`config.mk`:
```
export PLATFORM = sky130hd
export DESIGN_NAME = ddr_wr_packer
export DESIGN_NICKNAME = d
export VERILOG_FILES = /design/src/rtl/ddr_wr_packer.sv
export SDC_FILE = /design/constraint.sdc
export NUM_CORES = 1
export LEC_CHECK = 0
export CAP_MARGIN = 20
export CORE_UTILIZATION = 51
export DETAILED_ROUTE_END_ITERATION = 10
export GPL_TIMING_DRIVEN = 0
export PLACE_DENSITY = 0.9
export SYNTH_ARGS = -nofsm -noshare
export SYNTH_HDL_FRONTEND = slang
export SYNTH_SLANG_ARGS = --single-unit
```
`constraint.sdc`:
```
create_clock -name clk -period 7.3 [get_ports clk]
set_input_delay 1.46 -clock clk [delete_from_list [all_inputs] [get_ports clk]]
set_output_delay 1.46 -clock clk [all_outputs]
set_load 0.01 [all_outputs]
```
`src/rtl/ddr_wr_packer.sv`:
```
// Packs a 32-bit sample stream into 128-bit write beats and emits one 64-bit
// burst command per burst, placing bursts back-to-back in a DDR ring buffer.
module ddr_wr_packer #(
   parameter int unsigned BURST_LEN = 16
) (
   input  logic          clk,
   input  logic          rst_n,
   input  logic [31:0]   s_data,
   input  logic          s_valid,
   output logic          s_ready,
   input  logic          s_last,
   input  logic [48:0]   cfg_base_addr,
   input  logic [15:0]   cfg_ring_bursts,
   output logic [127:0]  fifo_din_wr,
   output logic          fifo_wr_en_wr,
   input  logic          fifo_full_wr,
   output logic [63:0]   fifo_din_cmd,
   output logic          fifo_wr_en_cmd,
   input  logic          fifo_full_cmd,
   output logic          busy,
   output logic          frame_done
);
   localparam int unsigned BURST_BYTES = BURST_LEN * 16;

   typedef enum logic {COLLECT = 1'b0, CMD = 1'b1} state_e;

   state_e        state_q, state_d;
   logic [1:0]    lane_q, lane_d;
   logic [95:0]   lanes_q, lanes_d;
   logic [8:0]    beat_cnt_q, beat_cnt_d;
   logic [15:0]   burst_idx_q, burst_idx_d;
   logic [8:0]    len_q, len_d;
   logic          last_q, last_d;

   logic [8:0]    beat_cnt_inc;
   logic [15:0]   ring_last;
   logic [127:0]  beat;
   logic [48:0]   addr;
   logic [7:0]    len_m1;

   assign beat_cnt_inc = beat_cnt_q + 9'd1;
   assign ring_last    = (cfg_ring_bursts == 16'd0) ? 16'd0 : cfg_ring_bursts - 16'd1;
   // Held lanes above the current one are always zero, so OR-merging is safe.
   assign beat         = {32'd0, lanes_q} | ({96'd0, s_data} << {lane_q, 5'd0});
   assign addr         = cfg_base_addr + 49'(burst_idx_q) * 49'(BURST_BYTES);
   assign len_m1       = 8'(len_q - 9'd1);
   assign busy         = (lane_q != 2'd0) | (beat_cnt_q != 9'd0) | (state_q == CMD);

   always_comb begin
      state_d        = state_q;
      lane_d         = lane_q;
      lanes_d        = lanes_q;
      beat_cnt_d     = beat_cnt_q;
      burst_idx_d    = burst_idx_q;
      len_d          = len_q;
      last_d         = last_q;
      s_ready        = 1'b0;
      fifo_wr_en_wr  = 1'b0;
      fifo_din_wr    = '0;
      fifo_wr_en_cmd = 1'b0;
      fifo_din_cmd   = '0;
      frame_done     = 1'b0;
      case (state_q)
         COLLECT: begin
            s_ready = rst_n & ~fifo_full_wr;
            if (s_valid && s_ready) begin
               if (lane_q == 2'd3 || s_last) begin
                  fifo_wr_en_wr = 1'b1;
                  fifo_din_wr   = beat;
                  lane_d        = 2'd0;
                  lanes_d       = '0;
                  beat_cnt_d    = beat_cnt_inc;
                  // A last sample that also fills the burst closes it only once.
                  if (beat_cnt_inc == 9'(BURST_LEN) || s_last) begin
                     len_d   = beat_cnt_inc;
                     last_d  = s_last;
                     state_d = CMD;
                  end
               end else begin
                  lanes_d[{lane_q, 5'd0} +: 32] = s_data;
                  lane_d = lane_q + 2'd1;
               end
            end
         end
         CMD: begin
            fifo_din_cmd   = {len_m1, 7'd0, addr};
            fifo_wr_en_cmd = ~fifo_full_cmd;
            if (!fifo_full_cmd) begin
               burst_idx_d = (burst_idx_q >= ring_last) ? 16'd0 : burst_idx_q + 16'd1;
               beat_cnt_d  = 9'd0;
               frame_done  = last_q;
               state_d     = COLLECT;
            end
         end
         default: state_d = COLLECT;
      endcase
   end

   always_ff @(posedge clk or negedge rst_n) begin
      if (!rst_n) begin
         state_q     <= COLLECT;
         lane_q      <= 2'd0;
         lanes_q     <= '0;
         beat_cnt_q  <= 9'd0;
         burst_idx_q <= 16'd0;
         len_q       <= 9'd0;
         last_q      <= 1'b0;
      end else begin
         state_q     <= state_d;
         lane_q      <= lane_d;
         lanes_q     <= lanes_d;
         beat_cnt_q  <= beat_cnt_d;
         burst_idx_q <= burst_idx_d;
         len_q       <= len_d;
         last_q      <= last_d;
      end
   end
endmodule

```
## After elaboration in Yosys (flattened, before gate mapping)

Index checks and enable logic that the tools add are counted.

- Bits of input ports: 103
- Output and inout bits: 197
- Bits in registers: 133

- Shifts and indexed selects: 3
- Eq/ne operators: 5
- Reductions and logical operators: 10
- Add/sub/neg operators: 7
- Magnitude comparators: 1
- Mux-type cells: 25
- Bitwise gates (word level): 7

Operator list:

| kind | count |
|---|---|
| $mux 128 | 3 |
| $or 96x128->128 | 1 |
| $shl 32x7->128 | 1 |
| $bwmux 96 | 1 |
| $mux 96 | 1 |
| $shift 32x9->96 const A | 1 |
| $shiftx 32x9->96 | 1 |
| $mux 64 | 1 |
| $add 49x24->49 | 1 |
| $mux 16 | 2 |
| $mux 9 | 3 |
| $pmux 9 s2 | 1 |
| $add 16x1->16 const B | 1 |
| $ge 16x16->1 | 1 |
| $logic_not 16->1 | 1 |
| $sub 16x1->16 const B | 1 |
| $mux 1 | 11 |
| $add 9x1->9 const B | 1 |
| $eq 9x5->1 const B | 1 |
| $neg 7->9 | 1 |
| $reduce_bool 9->1 | 1 |
| $sub 8x1->8 const B | 1 |
| $ne 2x2->1 const B | 3 |
| $reduce_and 2->1 | 2 |
| other kinds (12) | 16 |

## Longest topological paths before layout

- Depth in word-level cells: 7
- Gate-level depth with buffers: 15

## Worst setup path before layout

No wires, ideal clock.

- Kind: in2out
- Start: input port cfg_base_addr[8]
- End: output port fifo_din_cmd[28]
- Cell stages on the path: 9
- Data arrival time: 3469 ps
- Slack: 2371 ps
- Buffers on the path: 0
- Path through: ha_1 -> fa_1 -> a21o_1 -> a221oi_1 -> a211o_1 -> a21boi_0 -> o211ai_1 -> xnor2_1 -> and2_1

- Word-level cells in the longest chain between the ends: 2

RTL lines:

| element | line | RTL |
|---|---|---|
| start: declaration | 12 | `input logic [48:0] cfg_base_addr,` |
| $add 49x24->49 | 45 | `assign addr = cfg_base_addr + 49'(burst_idx_q) * 49'(BURST_BYTES);` |
| $mux 64 | 63 | `case (state_q)` |
| end: declaration | 17 | `output logic [63:0] fifo_din_cmd,` |

Every way passes these cells.

## Worst setup path after layout

- Start: input port cfg_base_addr[8]
- End: output port fifo_din_cmd[34]

Same word-level chain as after synthesis.

==> flow_summary.ini <==
[timing]
rsz0062_at_grt = false
drv_slew = 0
timing.final.crit_share_pct = 86.70
worstMarginPinSlew_ns = 0.8848
finalHoldViolations = 0
period_needed_ns = 6.329
timing.fmax_ghz = 0.1580
relSlewSlack_pct = 40.47
clock-skew-final_ns = 0.01825
tns_ns = 0
setup_viol = 0

[layout]
layout-drive-gt1-share_pct = 5.547
antenna_cells = 0
syn_to_final_growth_pct = 42.89
layout.nets = 1504

[setup_path]
regToRegSetupSlack_ns = 4.55
worstPathCellList = clkdlybuf4s50_1 -> ha_1 -> fa_1 -> a21o_1 -> a221oi_1 -> a211o_1 -> a21boi_2 -> nand4_1 -> xor2_1 -> nor2b_1 -> clkdlybuf4s50_1
end_kind = primary output
crit_arrival_ns = 4.87
crit_path_frequent_cell = clkdlybuf4s50_1
crit_type = primary input to primary output
path_max_fanout = 9
rr_worst_depth = 9
max_stage_delay_ns = 0.62
cp.required_ns = 5.84
crit_path_top_delay_cell = clkdlybuf4s50_1
reg2reg_to = len_q[5]$_DFFE_PN0P_
cp-start-kind = primary input
cpLargestDelayFamily = compound AO/OA/AOI/OAI gates
timing.rr.start = beat_cnt_q[0]$_DFFE_PN0P_
cp_num_buf_inv = 2

[clock_tree]
cts_hold_buf = 0
path_clk_slew_ns = 0.05
htreeDepth = 4
cts_resized = 0
clk_latency_ns = 0.42
postCtsSetupRepairBufs = 0
cts_tree = built
cts_buffers = 17
clk_path_buf_depth = 2
clkSinkCount = 133
root_buffer = clkbuf_16

[detailed_routing]
num_vias = 9295
antenna_left = 0
wirelength_um = 29860
wl_per_cell_um = 18.72
remaining_drc_errors = 0
vias_per_cell = 5.828
firstDrtPassIters = 5
drt-initial-drc-count = 604

[placement]
port_buffers = 291
globalplace.congestion = 0.9264
dp_hpwl_um = 21860

[synth]
ys_top_cells_by_count = nor2_1, dfrtp_1, a21oi_1
synth.distinct_cells = 70
synthCells = 1040
netlist_area_um2 = 9055
async_flop_share_pct = 100.0
synth_enable_flop_cells = 0
yosys.area.top_type_share_pct = 36.76
yosys.cell_count.top_type = nor2_1
ys_warn_count = 0
ys.flop_type = dfrtp_1
yosysSeqAreaShare_pct = 36.76
synth_top_area_cell = dfrtp_1
yosys_register_bits = 133
synthTopCellsByArea = dfrtp_1, a22o_1, a21oi_1, nor2_1, ha_1
syn_avg_cell_area_um2 = 8.707

[min_path]
hold_depth = 1
hp-class = register to register
hold_end = lanes_q[29]$_DFFE_PN0P_
hold_start = lanes_q[29]$_DFFE_PN0P_

[floorplan]
num_rows = 48
die_w_um = 135.2
die_area_um2 = 18290
pin_count = 300
initial_core_util_pct = 52.35
die_h_um = 135.2
core_area_um2 = 17300

[run]
maxCapViolCount = 0

[global_route]
grt_pass1_vias = 8995
grt_usage_pct = 32.25
grt_max_degree = 96
grt_first_pass_wirelength_um = 46110
overflow = 0
antenna_found_initial = 0

[run_status]
run_status = finished clean

[power]
p_leak_nw = 5.565
ir_drop_mv = 0.1338
power_mw = 2.423
power.density_nw_per_um2 = 187.3
## area by class of cell
cell class                      count  area, µm²
Fill cell                        1251       4358
Clock buffer                       18      439.2
Timing Repair Buffer              292       2942
Multi-Input combinational cell    830       5385
Inverter                           13      48.80
Tap cell                          225      281.5
Sequential cell                   133       3328
Clock inverter                     14      198.9
Buffer                             70      315.3
## placed cells by master, fill, tap and decap left out, types with 6 or more instances in the layout
cell type and instances:
a21o_1 10, a21oi_1 114, a22o_1 97, a31oi_1 6
and2_1 75, and3_1 7, buf_2 15, buf_4 7
clkbuf_1 46, clkbuf_16 17, clkdlybuf4s50_1 290, conb_1 7
dfrtp_1 133, ha_1 43, inv_1 12, mux2_4 7
nand2_1 66, nand2b_1 8, nand3_1 21, nand4_1 16
nor2_1 151, nor2b_1 14, nor3_1 16, nor4_1 7
o211ai_1 10, o21ai_0 23, xnor2_1 35, xor2_1 31
## through the flow
stage               cells  hold slack (ns)  utilization, %  area [µm²]  setup WS [ns]
floorplan            1046           0.4577               -        9077          2.371
global placement     1562           0.4752           70.95       12270         -3.355
detailed placement   1563           0.4917           71.12       12300          1.056
CTS                  1595           0.5089           74.80       12940          1.048
global route         1595           0.5136           74.80       12940         0.7846
finish               1595           0.5066           74.80       12940         0.9706
## routing by layer
| metal | wire length (µm) | global-route usage, % |
|---|---|---|
| met2 | 14550 | 55.64 |
| met4 | 973 | 13.80 |
| met3 | 2763 | 8.866 |
| met1 | 11570 | 37.46 |
| met5 | 0 | 0 |
## cell families (layout without fill, tap and decap cells)
family                     Yosys count  in the layout  synth area share (%)
AOI/OAI and AO/OA                  293            293                 22.47
xor gates and xnor gates            66             66                 6.384
adders and majority gates           44             44                 6.163
buffers and inverters               83            407                 4.021
DFF                                133            133                 36.76
muxes                                9              9                 1.382
other                                1              7               0.04141
and+or+nand+nor                    411            411                 22.79
## sequential cells by signal, summed over array words and instances (netlist names)
signal,count
last_q,1
state_q,1
lane_q,2
beat_cnt_q,9
burst_idx_q,16
len_q,8
lanes_q,96
## worst max-delay path by stage
stage,start,to,cells after the start
final,cfg_base_addr[8],fifo_din_cmd[34],11
after global routing,cfg_base_addr[19],fifo_din_cmd[45],11
after CTS,cfg_base_addr[8],fifo_din_cmd[26],11
after detailed placement,cfg_base_addr[8],fifo_din_cmd[26],11
after global placement,rst_n,fifo_din_wr[119],9
after floorplan,cfg_base_addr[8],fifo_din_cmd[28],9
## where the power goes
part	switching, mW	internal [mW]
combinational	0.340	0.294
clock	0.342	0.584
sequential	0.0668	0.795
total	0.749	1.67
(Power assumes the default switching activity.)
